===== src/rtl/send_frame_if.sv =====
// Handshake bundle between the main control FSM, the frame sender and the
// UART transmitter. The slave modport is the frame sender's view.
interface send_frame_if #(
    parameter int NUM_BYTES = 3
);
    localparam int IDX_W = $clog2(NUM_BYTES + 2);

    logic                   EN;
    logic [8*NUM_BYTES-1:0] FRAME_DATA;
    logic                   BUSY_TX;
    logic                   EN_TX;
    logic [7:0]             RESPONSE_DATA;
    logic                   DONE;
    logic                   ERROR;
    logic [IDX_W-1:0]       BYTE_IDX;

    modport master (
        output EN,
        output FRAME_DATA,
        output BUSY_TX,
        input  EN_TX,
        input  RESPONSE_DATA,
        input  DONE,
        input  ERROR,
        input  BYTE_IDX
    );

    modport slave (
        input  EN,
        input  FRAME_DATA,
        input  BUSY_TX,
        output EN_TX,
        output RESPONSE_DATA,
        output DONE,
        output ERROR,
        output BYTE_IDX
    );
endinterface


===== src/rtl/send_frame.sv =====
// Frame sender: snapshots an N-byte payload when enabled and streams it byte
// by byte to the UART transmitter using an EN_TX pulse / BUSY_TX handshake.
// An optional checksum byte (XOR or mod-256 sum) follows the payload, and a
// transmitter that never acknowledges a byte ends the frame with ERROR.
module send_frame #(
    parameter int NUM_BYTES   = 3,
    parameter int CHK_MODE    = 0,
    parameter int ACK_TIMEOUT = 1024
) (
    input  logic         clk,
    input  logic         rst,
    send_frame_if.slave  bus
);
    localparam int IDX_W = $clog2(NUM_BYTES + 2);
    localparam int TMR_W = $clog2(ACK_TIMEOUT);
    localparam int TOTAL = NUM_BYTES + ((CHK_MODE != 0) ? 1 : 0);

    localparam logic [IDX_W-1:0] LAST_IDX  = IDX_W'(TOTAL - 1);
    localparam logic [IDX_W-1:0] PAYLOAD_N = IDX_W'(NUM_BYTES);
    localparam logic [TMR_W-1:0] TMR_LAST  = TMR_W'(ACK_TIMEOUT - 1);

    typedef enum logic [2:0] {
        S_IDLE      = 3'd0,
        S_LOAD      = 3'd1,
        S_WAIT_ACK  = 3'd2,
        S_WAIT_DONE = 3'd3,
        S_FINISH    = 3'd4,
        S_ERR       = 3'd5
    } state_t;

    state_t                 state_r;
    logic [8*NUM_BYTES-1:0] shadow_r;
    logic [7:0]             acc_r;
    logic [TMR_W-1:0]       timer_r;
    logic [IDX_W-1:0]       idx_r;
    logic                   en_tx_r;
    logic [7:0]             data_r;
    logic                   done_r;
    logic                   error_r;

    logic [7:0]             cur_byte_s;
    logic                   is_payload_s;
    logic [7:0]             tx_byte_s;

    // Fold one payload byte into the running checksum for the selected mode.
    function automatic logic [7:0] chk_update(input logic [7:0] acc, input logic [7:0] b);
        logic [7:0] res;
        case (CHK_MODE)
            1:       res = acc ^ b;
            2:       res = acc + b;
            default: res = acc;
        endcase
        return res;
    endfunction

    // Select the shadow byte addressed by the index, or the checksum once past the payload.
    always_comb begin
        cur_byte_s = 8'h00;
        for (int i = 0; i < NUM_BYTES; i++) begin
            if (idx_r == IDX_W'(i)) begin
                cur_byte_s = shadow_r[8*i +: 8];
            end else begin
                cur_byte_s = cur_byte_s;
            end
        end
        is_payload_s = (idx_r < PAYLOAD_N);
        if (is_payload_s) begin
            tx_byte_s = cur_byte_s;
        end else begin
            tx_byte_s = acc_r;
        end
    end

    // Frame sequencing FSM; every output is a register updated here.
    always_ff @(posedge clk or posedge rst) begin
        if (rst) begin
            state_r  <= S_IDLE;
            shadow_r <= '0;
            acc_r    <= 8'h00;
            timer_r  <= '0;
            idx_r    <= '0;
            en_tx_r  <= 1'b0;
            data_r   <= 8'hFF;
            done_r   <= 1'b0;
            error_r  <= 1'b0;
        end else begin
            en_tx_r <= 1'b0;
            if ((state_r != S_IDLE) && !bus.EN) begin
                // Abort: drop back to IDLE, keep the last byte on the data lines.
                state_r <= S_IDLE;
                done_r  <= 1'b0;
                error_r <= 1'b0;
                idx_r   <= '0;
            end else begin
                case (state_r)
                    S_IDLE: begin
                        done_r  <= 1'b0;
                        error_r <= 1'b0;
                        if (bus.EN) begin
                            shadow_r <= bus.FRAME_DATA;
                            acc_r    <= 8'h00;
                            idx_r    <= '0;
                            state_r  <= S_LOAD;
                        end
                    end
                    S_LOAD: begin
                        if (!bus.BUSY_TX) begin
                            data_r <= tx_byte_s;
                            if (is_payload_s) begin
                                acc_r <= chk_update(acc_r, cur_byte_s);
                            end
                            en_tx_r <= 1'b1;
                            timer_r <= '0;
                            state_r <= S_WAIT_ACK;
                        end
                    end
                    S_WAIT_ACK: begin
                        // An acknowledge arriving on the expiry cycle still wins.
                        if (bus.BUSY_TX) begin
                            state_r <= S_WAIT_DONE;
                        end else if (timer_r == TMR_LAST) begin
                            state_r <= S_ERR;
                            done_r  <= 1'b1;
                            error_r <= 1'b1;
                        end else begin
                            timer_r <= timer_r + {{(TMR_W-1){1'b0}}, 1'b1};
                        end
                    end
                    S_WAIT_DONE: begin
                        if (!bus.BUSY_TX) begin
                            if (idx_r == LAST_IDX) begin
                                state_r <= S_FINISH;
                                done_r  <= 1'b1;
                                error_r <= 1'b0;
                            end else begin
                                idx_r   <= idx_r + {{(IDX_W-1){1'b0}}, 1'b1};
                                state_r <= S_LOAD;
                            end
                        end
                    end
                    S_FINISH: begin
                        done_r  <= 1'b1;
                        error_r <= 1'b0;
                    end
                    S_ERR: begin
                        done_r  <= 1'b1;
                        error_r <= 1'b1;
                    end
                    default: begin
                        state_r <= S_IDLE;
                        done_r  <= 1'b0;
                        error_r <= 1'b0;
                        idx_r   <= '0;
                    end
                endcase
            end
        end
    end

    assign bus.EN_TX         = en_tx_r;
    assign bus.RESPONSE_DATA = data_r;
    assign bus.DONE          = done_r;
    assign bus.ERROR         = error_r;
    assign bus.BYTE_IDX      = idx_r;

endmodule


===== src/flat_wrapper.sv =====
// flat-port wrapper written by rule: the top's interface ports become plain ports
module send_frame_flat 
#(
    parameter int NUM_BYTES   = 3,
    parameter int CHK_MODE    = 0,
    parameter int ACK_TIMEOUT = 1024
)
  (clk, rst, bus_EN, bus_FRAME_DATA, bus_BUSY_TX, bus_EN_TX, bus_RESPONSE_DATA, bus_DONE, bus_ERROR, bus_BYTE_IDX);
  send_frame_if #(.NUM_BYTES(NUM_BYTES)) bus_i ();
  input  logic clk;
  input  logic rst;
  input wire logic [$bits(bus_i.EN)-1:0] bus_EN;
  input wire logic [$bits(bus_i.FRAME_DATA)-1:0] bus_FRAME_DATA;
  input wire logic [$bits(bus_i.BUSY_TX)-1:0] bus_BUSY_TX;
  output wire logic [$bits(bus_i.EN_TX)-1:0] bus_EN_TX;
  output wire logic [$bits(bus_i.RESPONSE_DATA)-1:0] bus_RESPONSE_DATA;
  output wire logic [$bits(bus_i.DONE)-1:0] bus_DONE;
  output wire logic [$bits(bus_i.ERROR)-1:0] bus_ERROR;
  output wire logic [$bits(bus_i.BYTE_IDX)-1:0] bus_BYTE_IDX;
  assign bus_i.EN = bus_EN;
  assign bus_i.FRAME_DATA = bus_FRAME_DATA;
  assign bus_i.BUSY_TX = bus_BUSY_TX;
  assign bus_EN_TX = bus_i.EN_TX;
  assign bus_RESPONSE_DATA = bus_i.RESPONSE_DATA;
  assign bus_DONE = bus_i.DONE;
  assign bus_ERROR = bus_i.ERROR;
  assign bus_BYTE_IDX = bus_i.BYTE_IDX;
  send_frame #(.NUM_BYTES(NUM_BYTES), .CHK_MODE(CHK_MODE), .ACK_TIMEOUT(ACK_TIMEOUT)) u_core (.clk(clk), .rst(rst), .bus(bus_i));
endmodule

===== config.mk =====
export PLATFORM = sky130hd
export DESIGN_NAME = send_frame_flat
export DESIGN_NICKNAME = d
export VERILOG_FILES = /design/src/rtl/send_frame_if.sv /design/src/rtl/send_frame.sv /design/src/flat_wrapper.sv
export SDC_FILE = /design/constraint.sdc
export NUM_CORES = 1
export LEC_CHECK = 0
export BUFFER_PORTS_ARGS = -buffer_cell sky130_fd_sc_hd__buf_2
export CORE_MARGIN = 2
export CORE_UTILIZATION = 35
export DETAILED_ROUTE_END_ITERATION = 12
export GPL_ROUTABILITY_DRIVEN = 0
export HOLD_SLACK_MARGIN = 0.06
export MAX_ROUTING_LAYER = met4
export PLACE_DENSITY = 0.68
export SETUP_SLACK_MARGIN = 0.15
export SLEW_MARGIN = 20
export SYNTH_ARGS = -nofsm -noshare
export SYNTH_HDL_FRONTEND = slang
export SYNTH_SLANG_ARGS = --single-unit

===== constraint.sdc =====
create_clock -name clk -period 1.85 [get_ports clk]
set_input_delay 0.0925 -clock clk [delete_from_list [all_inputs] [get_ports clk]]
set_output_delay 0.0925 -clock clk [all_outputs]
set_load 0.05 [all_outputs]

==> summary by stage, run 1 <==
Logic synthesis
The number of nets in the synthesized netlist is 293. The most frequent cell after synthesis is sky130_fd_sc_hd__dfrtp_1. The sequential share of the synthesized area is 0.490. Of the post-synthesis cell area, the dominant cell type holds 0.410. The synthesized netlist contains 42 unique library cells. The number of register bits inferred by synthesis is 51. Summing every instance area after synthesis gives 2620 sq um.

The post-synthesis average cell area is 10.2 sq um. Ranked by instance count, the synthesized netlist is headed by sky130_fd_sc_hd__dfrtp_1 (43), sky130_fd_sc_hd__nand2_1 (27), sky130_fd_sc_hd__mux2_2 (25). The number of warnings reported in the yosys synthesis log is 0.

For this run, the leading register cell type out of synthesis is sky130_fd_sc_hd__dfrtp_1. Yosys attributes the largest share of cell area to sky130_fd_sc_hd__dfrtp_1 (41%), sky130_fd_sc_hd__mux2_2 (11%), sky130_fd_sc_hd__dfstp_2 (8.0%), sky130_fd_sc_hd__nand2_1 (3.9%), sky130_fd_sc_hd__ha_1 (3.8%). The largest area contributor in the synthesized netlist is sky130_fd_sc_hd__dfrtp_1. The synthesized design contains 0 enable-type register cells. The number of cells produced by synthesis is 257. After synthesis, the share of flip-flops with an asynchronous set or reset is 1.00.

Floorplanning
The horizontal extent of the die is 90.6 microns. The number of placed I/O pins is 42. The floorplan die area is 8200 sq um.

The overall die height is 90.6 microns. The placeable core area is 7250 sq um. The floorplan has 31 rows.

The initial utilization of the core area, before any placement, comes to 0.362.

STA
The final worst clock skew is 20.2 ps. Hold timing on the final database bottoms out at a slack of 114 ps. The worst slew slack as a fraction of its limit is 0.745. The number of slew-limit violations in the final report came to 0. Of the available clock period, the critical path in the final layout requires 0.963. Static timing analysis puts the maximum clock frequency at 562 MHz. At the pin with the least slew margin, the transition time is 379 ps. The total of endpoints with negative setup slack in the final report is 0. Setup repair after global routing could not meet its margin everywhere. The smallest clock period supported by the final layout is computed as 1780 ps.

The final hold violation count is 0. The worst path meets setup with 69.3 ps of slack.

Placement
The HPWL reported at the end of detailed placement is 3980 microns. Prior to clock tree synthesis, the placed netlist has a worst setup slack of 11.5 ps. Once placement finished, the instance area stood at 3050 sq um. Including well taps, the total number of placed cells is 396. The number of buffers added on ports is 41.

Clocking
The clock latency at the later pin of the worst-skew pair is 310 ps. After clock tree synthesis, the clock-pin slew on the worst setup and hold paths is 110 ps. CTS saw 51 sinks. Counting along the longest clock path gives a buffer depth of 2. The H-tree depth reported by CTS is 2. CTS placed an instance of sky130_fd_sc_hd__clkbuf_8 at the clock tree root.

TritonCTS built the clock tree. The clock buffer count from CTS is 5.

Finish
The ratio of cells with drive above 1 in the final layout is 0.437. After filler insertion, the fill cell instance count of the layout stands at 659. 0 antenna diodes ended up in the layout.

The area growth from synthesis to layout is 40.4%. The finished layout holds 447 standard cells, fillers aside. The design area is 3680 sq um.

The number of nets in the layout is 383.

Pwr
The share of total power dissipated in combinational logic is 0.473. The net load switching power is 1.84 mW. The internal power of the cells totals 2.91 mW. The clock network fraction of total power is 0.142. The sequential cell fraction of total power is 0.385. The net switching share of the total power is 0.387. The peak ir drop on the vdd network is 0.558 mV. The analysis attributes to cell leakage a power of 1.60 nW. The overall power of the completed layout is 4.75 mW. The ratio of total power to cell area is 1290 nW/um^2.

Hold path
The hold-critical path depth is 2. The terminating pin of the worst hold path is u_core.bus.BYTE_IDX[2]$_DFFE_PP0P_. The worst hold path begins at bus_BUSY_TX. The path category of the worst min-delay check is input port to flop.

Global routing
Entering global routing, the biggest net connects 44 pins. The global router's overall resource usage is 0.151. The via count of the first global-routing pass is 2068. The number of antenna violations at the first check in global routing is 0. The wire length of the first global-routing pass is 9800 microns. The total congestion overflow after global routing is 0.

Worst setup path
The reg2reg setup slack is 70 ps. The required time of the worst setup path is 2060 ps. The data arrival at the endpoint of the critical path is 1990 ps. The delay of the slowest cell on the worst path is 430 ps. Along the worst path, the maximum fanout reaches 5.

Walking the worst path, the cells encountered are nand4_1, or3_4, and3_4, a311o_1, mux2i_1. STA classifies the critical path endpoint as a flop. Counting cells, the worst reg-to-reg path comes to 5.

The cell type group with the largest total delay on the critical path is simple AND/OR/NAND/NOR gates. The endpoint of the most critical register-to-register path is u_core.bus.ERROR$_DFFE_PP0P_. For this design, the slowest cell found on the critical path is sky130_fd_sc_hd__dfrtp_1.

The kind of critical path is flop to flop. The worst register-to-register path begins at u_core.timer_r[4]$_DFFE_PP0P_. The element type at the critical path start is a flop. The total buffers and inverters traversed by the critical path is 0.

Detailed routing
The number of DRC violations after detailed-routing iteration 0 is 127. The via density per instance is 5.05. The number of routed nets with antenna violations is 0. The first-pass iteration count of the detailed router is 4. In the routed design, unresolved DRC markers number 0.

The number of vias in the routed layout is 2259. Summed over all layers, the routed wires come to 6330 microns. After detailed routing, the average wire length per cell comes to 14.2 microns.

Outcome
The flow ran to the end, and the final reports show no timing, DRC or antenna violations.

Flow run
The tool flagged a number of max-cap violations equal to 0.
==> stage by stage <==
stage / setup TNS [ps] / util
2_1_floorplan: -165 / -
3_3_place_gp: 0 / 0.421
3_5_place_dp: 0 / 0.421
4_1_cts: 0 / 0.476
5_1_grt: -21.6 / 0.508
6_report: 0 / 0.508
==> power groups by stage <==
stage	Sequential, mW	Combinational [mW]	Clock [mW]
finish	1.83	2.24	0.674
floorplan	2.11	1.19	0
CTS	1.83	2.01	0.695
global route	1.89	2.45	0.732
global placement	1.84	1.89	0
detailed placement	1.85	1.93	0
==> registers in the layout, summed over array words and instances (netlist names) <==
signal	cells
u_core.bus.EN_TX	1
u_core.bus.RESPONSE_DATA	8
u_core.bus.BYTE_IDX	3
u_core.timer_r	10
u_core.state_r	3
u_core.bus.ERROR	1
u_core.bus.DONE	1
u_core.shadow_r	24
==> layout make-up <==
class	instances	area, sq um	share of cell area
multi-input cells	178	1370	0.372
clock buffers	5	68.8	0.0187
repair inverters	1	7.51	0.00204
clock inverters	3	22.5	0.00611
flip-flops and latches	51	1290	0.351
inverters	12	48.8	0.0132
well taps	99	124	0.0336
repair buffers	98	749	0.203
==> worst max-delay path by stage <==
| stage | cells past startpoint | endpoint | from | slack [ps] |
|---|---|---|---|---|
| 2_1_floorplan | 8 | u_core.bus.BYTE_IDX[0]$_DFFE_PP0P_ | u_core.bus.BYTE_IDX[0]$_DFFE_PP0P_ | -100 |
| 5_1_grt | 5 | u_core.bus.ERROR$_DFFE_PP0P_ | u_core.timer_r[4]$_DFFE_PP0P_ | -20 |
| 3_3_place_gp | 6 | u_core.bus.DONE$_DFFE_PP0P_ | u_core.timer_r[1]$_DFFE_PP0P_ | 70 |
| 3_5_place_dp | 5 | u_core.timer_r[7]$_DFFE_PP0P_ | u_core.state_r[1]$_DFFE_PP0P_ | 10 |
| 4_1_cts | 6 | u_core.bus.ERROR$_DFFE_PP0P_ | u_core.timer_r[1]$_DFFE_PP0P_ | 50 |
| 6_report | 5 | u_core.bus.ERROR$_DFFE_PP0P_ | u_core.timer_r[4]$_DFFE_PP0P_ | 70 |
==> logic make-up (layout without fill, tap and decap cells) <==
kind of cell,Yosys count,after routing,share of synthesized area
and+or+nand+nor,84,84,0.156
adders and majority gates,8,8,0.0382
DFF,51,51,0.490
AOI/OAI and AO/OA,51,51,0.131
xor gates and xnor gates,8,8,0.0267
muxes,27,27,0.115
buffers and inverters,28,119,0.0429
==> routing by layer <==
| layer | share of wire | routed length (microns) | GRT usage |
|---|---|---|---|
| met1 | 0.45 | 2830 | 0.196 |
| met3 | 0.055 | 349 | 0.0301 |
| met5 | 0 | 0 | - |
| met4 | 0.011 | 67 | 0.0436 |
| met2 | 0.49 | 3090 | 0.241 |
==> cell usage in the layout, fill, tap and decap left out, drive strengths merged, types with 2 or more instances in the layout <==
cell and instances:
clkbuf 6, ha 8, o31ai 3, clkinv 2, dlygate4sd3 25, buf 72, a211oi 2, or3 2
mux2i 2, nor2b 3, o41ai 2, nand2 27, clkinvlp 2, o21ai 18, xnor2 8, o22ai 2
nor4 5, nor3 6, mux2 25, nand3 6, a21oi 10, inv 12, nand4 2, a22o 9
or4 2, nor2 23, dfstp 8, and3 2, dfrtp 43, nor3b 2
==> repair_timing <==
action                                 CTS  global route
hold buffers                            25             0
cloned                                   0             2
setup endpoints to repair               46            50
endpoints found under the hold margin   70             0
pin swaps                                1             5
resized for setup                        6            27
setup buffers                            4            12
(Power assumes the default switching activity.)
==> inputs of run 2 (changes only) <==
PLACE_DENSITY = 0.66   (was 0.68)
clock period = 2.05 ns   (was 1.85 ns; I/O delays follow)
==> run 2 against run 1 <==
Effect of this change: die area unchanged; cell count decreased by 4.0%; non-clock buffer count decreased by 17; total power decreased by 16%; cell area decreased by 8.0%; core utilization decreased by 4.1 points; setup slack improved by 150 ps; sequential power decreased by 9%; global-route usage decreased by 0.25 points; first-iteration DRC count decreased by 42%; critical path depth increased by 1.
==> summary by stage, run 2 (synthesized netlist as in run 1, its figures left out) <==
Outcome
The flow ran to the end, and the final reports show no timing, DRC or antenna violations.

Detailed routing
The number of routed nets with antenna violations is 0 (unchanged). The first-pass iteration count of the detailed router is 4 (unchanged). The routed length on met1 was 2640 microns (-6.7%). The via density per instance was 4.96 (-1.8%).

The detailed-routed wire length on met2 is 2900 microns (-6.0%). The met3 wire length is 192 microns (-45%). The highest routed metal layer is met4. The overall routed net length is 5810 microns (-8.2%).

The number of DRC violations after detailed-routing iteration 0 is 74 (-42%). The number of vias in the routed layout was 2129 (-5.8%). The average wire per cell in the routed design was 13.5 microns (-4.3%). The DRC violation count after routing is 0 (unchanged).

Finish
The area used by sequential logic in the layout is 1290 sq um (-0.19%). The flip-flop count of the largest register, all copies and words added is 24 (unchanged). The number of antenna diodes came to 0 (unchanged).

The filler-free cell count of the finished design is 429 (-4.0%). The ratio of cells with drive above 1 in the final layout was 0.336 (-0.100). The number of nets in the layout is 365 (-4.7%). The library cells used most frequently in the layout, excluding fill and tap cells, are sky130_fd_sc_hd__buf_2 (41), sky130_fd_sc_hd__dfrtp_1 (40), sky130_fd_sc_hd__nand2_1 (27). Counting flops per register, the top entry is u_core.shadow_r.

The area used by multi-input combinational logic is 1250 sq um (-8.9%). The library cell used most frequently in the layout, excluding fill and tap cells, is sky130_fd_sc_hd__buf_2. The fill cell total of the finished layout was 700 (+6.2%). Relative to the synthesized area, the layout overhead comes to 29.2%.

STA
The period utilization is 0.895 (-0.0675). Setup repair after global routing left no endpoint under its margin. The final worst clock skew is 11.9 ps (-8.26 ps). The actual slew at the worst max-slew pin came to 609 ps (+230 ps). The worst slew slack as a fraction of its limit is 0.593 (-0.152). The fmax came to 545 MHz (-2.9%).

The worst hold slack came to 115 ps (+1.09 ps). The final hold violation count is 0 (unchanged). The final critical path time including I/O delays and setup is 1830 ps (+54.1 ps). The number of slew-limit violations in the final report came to 0 (unchanged). The final total negative setup slack was 0 ps (unchanged).

The total of endpoints with negative setup slack in the final report was 0 (unchanged).

Pwr
The peak ir drop on the vdd network is 0.346 mV (-38%). The leakage power is 1.48 nW (-7.3%). The overall power of the completed layout came to 3.99 mW (-16%). The ratio of total power to cell area is 1180 nW/um^2 (-8.7%).

Global routing
The number of antenna violations at the first check in global routing was 0 (unchanged). The global router's overall resource usage came to 0.148 (-0.00252). The via count of the first global-routing pass was 2050 (-0.87%). The total congestion overflow after global routing is 0 (unchanged). The maximum number of pins on one net before global-route repair was 31 (-30%). The wire length of the first global-routing pass came to 9680 microns (-1.3%).

Placement
The number of buffers added on ports came to 41 (unchanged). The number of cells in the design after placement is 391 (-1.3%). The HPWL reported at the end of detailed placement came to 3940 microns (-0.98%).

Floorplanning
The horizontal extent of the die is 90.6 microns (unchanged). The number of placed I/O pins is 42 (unchanged). The floorplan die area is 8200 sq um (unchanged). The overall die height was 90.6 microns (unchanged). The row count is 31 (unchanged). The placeable core area came to 7250 sq um (unchanged).

The starting density of the core is 0.362 (unchanged).

Worst setup path
The launching instance or port of the critical path is u_core.timer_r[0]$_DFFE_PP0P_. The data arrival at the endpoint of the critical path came to 2040 ps (+50 ps). The master of the slowest instance on the critical path is sky130_fd_sc_hd__or3_4. The largest fanout on the critical path came to 5 (unchanged). The required time of the worst setup path came to 2250 ps (+190 ps). STA classifies the critical path startpoint as a flop.

The worst reg2reg path startpoint is u_core.timer_r[0]$_DFFE_PP0P_. The kind of critical path is flop to flop. The delay of the slowest cell on the worst path came to 420 ps (about the same). The cell type group with the largest total delay on the critical path is simple AND/OR/NAND/NOR gates.

The total buffers and inverters traversed by the critical path was 0 (unchanged). The critical path endpoint category is a flop. The signal on the critical path passes through ha_1, nand3_2, or3_4, and3_1, a311o_1, mux2i_1.

Clocking
The count of clock tree sinks came to 51 (unchanged). The clock latency at the later pin of the worst-skew pair was 310 ps (about the same). The maximum count of clock buffers along a single path is 2 (unchanged). The clock root buffer master is sky130_fd_sc_hd__clkbuf_8.

The clock slew at the register clock pins of the worst setup and hold paths was 100 ps (about the same). The clock buffer count from CTS is 5 (unchanged). The CTS tree is done. The H-tree depth reported by CTS is 2 (unchanged).

Hold path
The worst hold path belongs to the class input port to flop. The startpoint identified for the worst hold timing path is bus_BUSY_TX.

Flow run
The max-capacitance violation count was 0 (unchanged).
## run 2: cell type report
class	count	area share
flip-flops and latches	51	0.381
multi-input cells	178	0.368
repair buffers	81	0.175
well taps	99	0.0365
clock buffers	6	0.0214
inverters	12	0.0133
clock inverters	2	0.00480
## run 2: power breakdown
part	leakage [nW]	switching [mW]	internal (mW)	total (mW)
clock	0.0418	0.342	0.246	0.588
combinational	0.821	0.963	0.778	1.74
sequential	0.621	0.237	1.42	1.66
## run 2: worst register-to-register path: stages, from the launching register on
cell and delay (ps):
sky130_fd_sc_hd__dfrtp_1 370, sky130_fd_sc_hd__ha_1 180, sky130_fd_sc_hd__nand3_2 130, sky130_fd_sc_hd__or3_4 420
sky130_fd_sc_hd__and3_1 180, sky130_fd_sc_hd__a311o_1 310, sky130_fd_sc_hd__mux2i_1 130
## run 2: routing by layer
layer / vias to the layer above / track usage
li1: 1048 / -
met1: 1027 / 0.188
met3: 7 / 0.0184
met2: 47 / 0.243
met5: - / -
met4: 0 / 0.0590
## run 2: final timing paths
path                       depth (start not counted)                                 end  slack (ps)
hold / removal                                     2  u_core.bus.BYTE_IDX[2]$_DFFE_PP0P_         120
hold reg to reg                                    1     u_core.shadow_r[22]$_DFFE_PP0P_         520
min in group asynchronous                          3     u_core.shadow_r[18]$_DFFE_PP0P_         420
setup / recovery                                   6         u_core.bus.DONE$_DFFE_PP0P_         220
max in group asynchronous                          4     u_core.shadow_r[23]$_DFFE_PP0P_        1030
setup reg to reg                                   6         u_core.bus.DONE$_DFFE_PP0P_         220
## run 2: timing repair
item | 4_1_cts | 5_1_grt
gates resized for setup | 1 | 2
hold buffers | 25 | 0
pin swaps | 0 | 2
endpoints found under the hold margin | 44 | 0
setup buffers | 2 | 3
endpoints found under the setup margin | 3 | 12
## run 2: per-stage QoR
stage	setup slack, ps	cell area [sq um]	util
final	215	3390	0.467
after global routing	150	3390	0.467
after CTS	159	3350	0.462
after detailed placement	103	2990	0.412
after global placement	154	2990	0.412
after floorplan	98.6	2650	-
